[src/rtl/jtag_tap_ctrl_pkg.sv]
// Shared JTAG definitions: TAP state encoding, reset tms count and the
// 1149.1 next-state function used by the TAP state machine.
`timescale 1ns/1ps
package jtag_tap_ctrl_pkg;

  localparam int STATE_W_P     = 4;
  // Consecutive tms=1 edges that reach Test-Logic-Reset from any state.
  localparam int TLR_TMS_COUNT = 5;

  // The encoding follows the classic 1149.1 example so that the state
  // value is recognisable in waveforms next to other JTAG IP.
  typedef enum logic [STATE_W_P-1:0] {
    EX2_DR   = 4'h0,
    EX1_DR   = 4'h1,
    SH_DR    = 4'h2,
    PAUSE_DR = 4'h3,
    SEL_IR   = 4'h4,
    UPD_DR   = 4'h5,
    CAP_DR   = 4'h6,
    SEL_DR   = 4'h7,
    EX2_IR   = 4'h8,
    EX1_IR   = 4'h9,
    SH_IR    = 4'hA,
    PAUSE_IR = 4'hB,
    RTI      = 4'hC,
    UPD_IR   = 4'hD,
    CAP_IR   = 4'hE,
    TLR      = 4'hF
  } tap_state_e;

  // Next TAP state for the given current state and sampled tms.
  function automatic tap_state_e tap_next_state(tap_state_e cur, logic tms);
    tap_state_e nxt;
    nxt = TLR;
    case (cur)
      TLR:      nxt = tms ? TLR    : RTI;
      RTI:      nxt = tms ? SEL_DR : RTI;
      SEL_DR:   nxt = tms ? SEL_IR : CAP_DR;
      CAP_DR:   nxt = tms ? EX1_DR : SH_DR;
      SH_DR:    nxt = tms ? EX1_DR : SH_DR;
      EX1_DR:   nxt = tms ? UPD_DR : PAUSE_DR;
      PAUSE_DR: nxt = tms ? EX2_DR : PAUSE_DR;
      EX2_DR:   nxt = tms ? UPD_DR : SH_DR;
      UPD_DR:   nxt = tms ? SEL_DR : RTI;
      SEL_IR:   nxt = tms ? TLR    : CAP_IR;
      CAP_IR:   nxt = tms ? EX1_IR : SH_IR;
      SH_IR:    nxt = tms ? EX1_IR : SH_IR;
      EX1_IR:   nxt = tms ? UPD_IR : PAUSE_IR;
      PAUSE_IR: nxt = tms ? EX2_IR : PAUSE_IR;
      EX2_IR:   nxt = tms ? UPD_IR : SH_IR;
      UPD_IR:   nxt = tms ? SEL_DR : RTI;
      default:  nxt = TLR;
    endcase
    return nxt;
  endfunction

endpackage

[src/rtl/jtag_tap_ctrl_if.sv]
// Connection between the TAP state machine and the logic that consumes
// its state: tms in, encoded state and one-hot decodes out.
`timescale 1ns/1ps
interface jtag_tap_ctrl_if;
  import jtag_tap_ctrl_pkg::*;

  logic                 tms;
  logic [STATE_W_P-1:0] state;
  logic                 state_test_logic_reset;
  logic                 state_capture_ir;
  logic                 state_shift_ir;
  logic                 state_update_ir;
  logic                 state_capture_dr;
  logic                 state_shift_dr;
  logic                 state_update_dr;

  // State machine side: consumes tms, produces state and decodes.
  modport master (
    input  tms,
    output state, state_test_logic_reset, state_capture_ir, state_shift_ir,
           state_update_ir, state_capture_dr, state_shift_dr, state_update_dr
  );

  // Consumer side: supplies tms, observes state and decodes.
  modport slave (
    output tms,
    input  state, state_test_logic_reset, state_capture_ir, state_shift_ir,
           state_update_ir, state_capture_dr, state_shift_dr, state_update_dr
  );
endinterface

[src/rtl/jtag_tap_fsm.sv]
// 16-state IEEE 1149.1 TAP controller state machine with combinational
// one-hot decodes, so the decodes carry no extra latency.
`timescale 1ns/1ps
module jtag_tap_fsm
  import jtag_tap_ctrl_pkg::*;
(
  input  logic              tck,
  input  logic              trst_n,
  jtag_tap_ctrl_if.master   tap
);

  tap_state_e state_reg;

  // Advance the TAP state on each rising tck; trst_n forces TLR at once.
  always_ff @(posedge tck or negedge trst_n) begin
    if (!trst_n) begin
      state_reg <= TLR;
    end else begin
      state_reg <= tap_next_state(state_reg, tap.tms);
    end
  end

  assign tap.state                  = state_reg;
  assign tap.state_test_logic_reset = (state_reg == TLR);
  assign tap.state_capture_ir       = (state_reg == CAP_IR);
  assign tap.state_shift_ir         = (state_reg == SH_IR);
  assign tap.state_update_ir        = (state_reg == UPD_IR);
  assign tap.state_capture_dr       = (state_reg == CAP_DR);
  assign tap.state_shift_dr         = (state_reg == SH_DR);
  assign tap.state_update_dr        = (state_reg == UPD_DR);

endmodule

[src/rtl/jtag_tap_ctrl.sv]
// JTAG TAP controller: state machine, bypass register and the
// falling-edge tdo / tdo_oe output stage.
`timescale 1ns/1ps
module jtag_tap_ctrl
  import jtag_tap_ctrl_pkg::*;
#(
  parameter int STATE_W = STATE_W_P
) (
  input  logic               tck,
  input  logic               trst_n,
  input  logic               tms,
  input  logic               tdi,
  input  logic               insn_tdo,
  input  logic               dr_tdo,
  input  logic               bypass_sel,
  output logic [STATE_W-1:0] state,
  output logic               state_test_logic_reset,
  output logic               state_capture_ir,
  output logic               state_shift_ir,
  output logic               state_update_ir,
  output logic               state_capture_dr,
  output logic               state_shift_dr,
  output logic               state_update_dr,
  output logic               tdo,
  output logic               tdo_oe
);

  jtag_tap_ctrl_if tap_if ();

  logic bypass_reg;
  logic tdo_reg;
  logic tdo_oe_reg;
  logic tdo_next;
  logic tdo_oe_next;

  assign tap_if.tms = tms;

  jtag_tap_fsm u_fsm (
    .tck    (tck),
    .trst_n (trst_n),
    .tap    (tap_if.master)
  );

  assign state                  = tap_if.state;
  assign state_test_logic_reset = tap_if.state_test_logic_reset;
  assign state_capture_ir       = tap_if.state_capture_ir;
  assign state_shift_ir         = tap_if.state_shift_ir;
  assign state_update_ir        = tap_if.state_update_ir;
  assign state_capture_dr       = tap_if.state_capture_dr;
  assign state_shift_dr         = tap_if.state_shift_dr;
  assign state_update_dr        = tap_if.state_update_dr;

  // Bypass register: captures 0 in CAP_DR, shifts tdi in SH_DR, else holds.
  always_ff @(posedge tck or negedge trst_n) begin
    if (!trst_n) begin
      bypass_reg <= 1'b0;
    end else if (bypass_sel) begin
      if (tap_if.state_capture_dr) begin
        bypass_reg <= 1'b0;
      end else if (tap_if.state_shift_dr) begin
        bypass_reg <= tdi;
      end
    end
  end

  // Select the serial source for the current shift state; idle value is 0.
  always_comb begin
    tdo_next    = 1'b0;
    tdo_oe_next = tap_if.state_shift_ir | tap_if.state_shift_dr;
    if (tap_if.state_shift_ir) begin
      tdo_next = insn_tdo;
    end else if (tap_if.state_shift_dr) begin
      tdo_next = bypass_sel ? bypass_reg : dr_tdo;
    end
  end

  // Register tdo and its enable on falling tck so they only move there.
  always_ff @(negedge tck or negedge trst_n) begin
    if (!trst_n) begin
      tdo_reg    <= 1'b0;
      tdo_oe_reg <= 1'b0;
    end else begin
      tdo_reg    <= tdo_next;
      tdo_oe_reg <= tdo_oe_next;
    end
  end

  assign tdo    = tdo_reg;
  assign tdo_oe = tdo_oe_reg;

endmodule
[config.mk]
export PLATFORM = sky130hd
export DESIGN_NAME = jtag_tap_ctrl
export DESIGN_NICKNAME = d
export VERILOG_FILES = /design/src/rtl/jtag_tap_ctrl_pkg.sv /design/src/rtl/jtag_tap_ctrl_if.sv /design/src/rtl/jtag_tap_fsm.sv /design/src/rtl/jtag_tap_ctrl.sv
export SDC_FILE = /design/constraint.sdc
export NUM_CORES = 1
export LEC_CHECK = 0
export CAP_MARGIN = 10
export CORE_AREA = 2 2 39 41
export DETAILED_ROUTE_END_ITERATION = 12
export DIE_AREA = 0 0 41 43
export GPL_TIMING_DRIVEN = 1
export PLACE_DENSITY_LB_ADDON = 0.1
export SYNTH_ARGS = -nofsm -noshare
export SYNTH_HDL_FRONTEND = slang
export SYNTH_SLANG_ARGS = --single-unit
[constraint.sdc]
create_clock -name tck -period 1.1 [get_ports tck]
set_input_delay 0.22 -clock tck [delete_from_list [all_inputs] [get_ports tck]]
set_output_delay 0.22 -clock tck [all_outputs]
set_load 0.02 [all_outputs]
==> reports/metrics.cfg <==
[outcome]
status = complete, but fails checks
violations = setup timing

[timing]
maxSlewViolCount = 0
worst-slew-pin-transition_ns = 0.198
slew_headroom = 0.864
setup_ws_ns = -0.495
finalClockSkew_ns = 0.0179
grt_setup_unrepaired = yes
setup_viol = 19
hold_violations = 0

[logic_synthesis]
syn_nets = 53
synth_top_family_by_area = simple AND/OR/NAND/NOR gates
synth_most_common_cell = nor2_1
syn_avg_cell_area_um2 = 9.49
synth_seq_cells = 7
yosys-top-cells-count = nor2_1, nand2_1, dfstp_2, o21ai_0
synth_edf_count = 0
ys_types = 26
synthMuxAreaShare = 0.0745
netlist.area_leader.share = 0.241
yosys.area_share.simple = 0.266
syn_area_um2 = 437
syn_inst = 46
async_flop_share = 1.00
synth_top_flop_cell = dfstp_2
synth_warnings = 0
synth_xor_area_frac = 0
ys_seq_area_frac = 0.413
yosys.area.top_type = dfstp_2
synth_area_leaders = dfstp_2, dfrtn_1, nor2_1
synthAdderAreaFrac = 0
synth_compound_area_frac = 0.158

[final_layout]
nFillCells = 108
sequential_cell_area_um2 = 180
drive_gt1_frac = 0.709
area_growth_pct = 111
antenna_cells = 0
multiInputGateArea_um2 = 309
layout.nets = 94
largest_reg_flops = 4

[power]
p_clk_frac = 0.081
irDropWorstVdd_mv = 1.49
swShare = 0.395
pwr-share-seq = 0.192
finalPower_mw = 2.85
power_density_nw_per_um2 = 3090
p_sw_mw = 1.13
leakage_nw = 0.437
power_frac_comb = 0.727
cellInternalPower_mw = 1.72

[floorplanning]
coreArea_um2 = 1380
die_h_um = 43
dieWidth_um = 41
initial_core_util = 0.316
num_rows = 14
die_area_um2 = 1760
io_pins = 20

[global_routing]
gr-usage-met2 = 0.225
busiest_layer = met1
grt_max_degree = 8
grt_util_met1 = 0.237
track_usage = 0.166
grt_pass1_vias = 438
grt_overflow = 0
grt_pass1_wl_um = 1990
use_met3 = 0.0471
antenna_found_initial = 0

[detailed_routing]
drc_errors = 0
ant_nets = 0
wl_um = 1310
wl_per_cell_um = 12.9
drtPass1Iterations = 4
avgViaCountPerCell = 4.82
vias = 492
drt_iter0_drc = 9

[clock_network]
clkSlewWorstSetupHoldPaths_ns = 0.06
cts_tree = built
cts_max_level = 1
cts_buffers = 3
clockBufferDepth = 2
root_buffer = clkbuf_4
clk-insertion-delay-late_ns = 0.26
cts.sinks = 7
holdBufCountCts = 0

[placement]
place.gp.congestion = 0.721
dp_slack_ns = -0.728
portBuffers = 19
dpl.hpwl_um = 780

[worst_setup_path]
worst_path_max_delay_cell = dfstp_2
critPathCaptureType = flip-flop
rr_worst_depth = 3
critPathRequiredTime_ns = 0.66
cp.arrival_ns = 1.15
path_cells = buf_6 > nor2_4 > and2_1
worstPathMaxFanout = 4
critPathMaxStageDelay_ns = 0.59
start_kind = flip-flop
critical_path_class = flip-flop to flip-flop

[min_path]
min_path_type = input pin to async pin

[run]
maxCapViolations = 0

==> cell families (layout without fill, tap and decap cells) <==
family / count (synthesis) / count (layout)
compound gates: 9 / 9
mux: 3 / 3
simple gates: 22 / 22
flops: 7 / 7
buf+inv: 5 / 45
==> power groups by stage <==
stage,Sequential [mW],Combinational [mW],Clock [mW]
after floorplan,0.595,0.769,0
after global placement,0.517,1.39,0
after detailed placement,0.520,1.39,0
after CTS,0.540,1.88,0.237
after global routing,0.566,2.20,0.247
final,0.547,2.07,0.231
==> final cells by class <==
cell class / count / share of cell area
inverters: 1 / 0.00407
well taps: 16 / 0.0217
multi-input cells: 34 / 0.335
repair buffers: 40 / 0.415
clock buffers: 4 / 0.0285
flip-flops and latches: 7 / 0.195
==> metal layers <==
metal / up-vias / share of wire
met5: - / 0
li1: 233 / -
met3: 8 / 0.046
met4: 0 / 0.032
met2: 18 / 0.50
met1: 233 / 0.43
==> layout by cell type, fill, tap and decap left out, types with 2 or more instances in the layout <==
cell,netlist,routed
dfstp_2,4,4
clkdlybuf4s50_1,0,5
buf_6,2,18
nor2_4,0,5
o21ai_2,0,2
clkbuf_4,0,3
dfrtn_1,2,2
nand2b_4,1,3
nand2_1,5,4
mux2_4,0,2
buf_4,1,14
==> through the flow <==
stage / utilization / TNS, ns / hold slack (ns) / cell area [µm²] / std cells
2_1_floorplan: - / -3.92 / -0.0756 / 463 / 46
3_3_place_gp: 0.521 / -8.69 / 0.500 / 721 / 88
3_5_place_dp: 0.521 / -8.65 / 0.503 / 721 / 88
4_1_cts: 0.636 / -5.98 / 0.338 / 880 / 99
5_1_grt: 0.666 / -6.80 / 0.371 / 922 / 102
6_report: 0.666 / -6.12 / 0.332 / 922 / 102
==> final timing paths <==
| check | from | end | slack, ns |
|---|---|---|---|
| worst max-delay path | u_fsm.tap.state[2]$_DFF_PN1_ | tdo$_DFF_NN0_ | -0.49 |
| worst min-delay path | trst_n | bypass_reg$_DFFE_PN0P_ | 0.33 |
| worst max register to register | u_fsm.tap.state[2]$_DFF_PN1_ | tdo$_DFF_NN0_ | -0.49 |
| worst min register to register | bypass_reg$_DFFE_PN0P_ | bypass_reg$_DFFE_PN0P_ | 0.50 |
| max in group asynchronous | trst_n | tdo$_DFF_NN0_ | 0.33 |
| min in group tck | bypass_sel | bypass_reg$_DFFE_PN0P_ | 0.44 |
==> worst max-delay path: cells and delay by family (launching register included) <==
kind | cells | cell delay (ns)
flops | 1 | 0.59
simple gates | 2 | 0.18
buf+inv | 1 | 0.13
==> what timing repair did <==
action / CTS / global route
pin swaps: 4 / 3
hold endpoints to repair: 0 / 0
gates resized for setup: 94 / 8
setup endpoints to repair: 18 / 20
setup buffers: 7 / 4
Note: power is estimated with default switching activity, not from simulation.
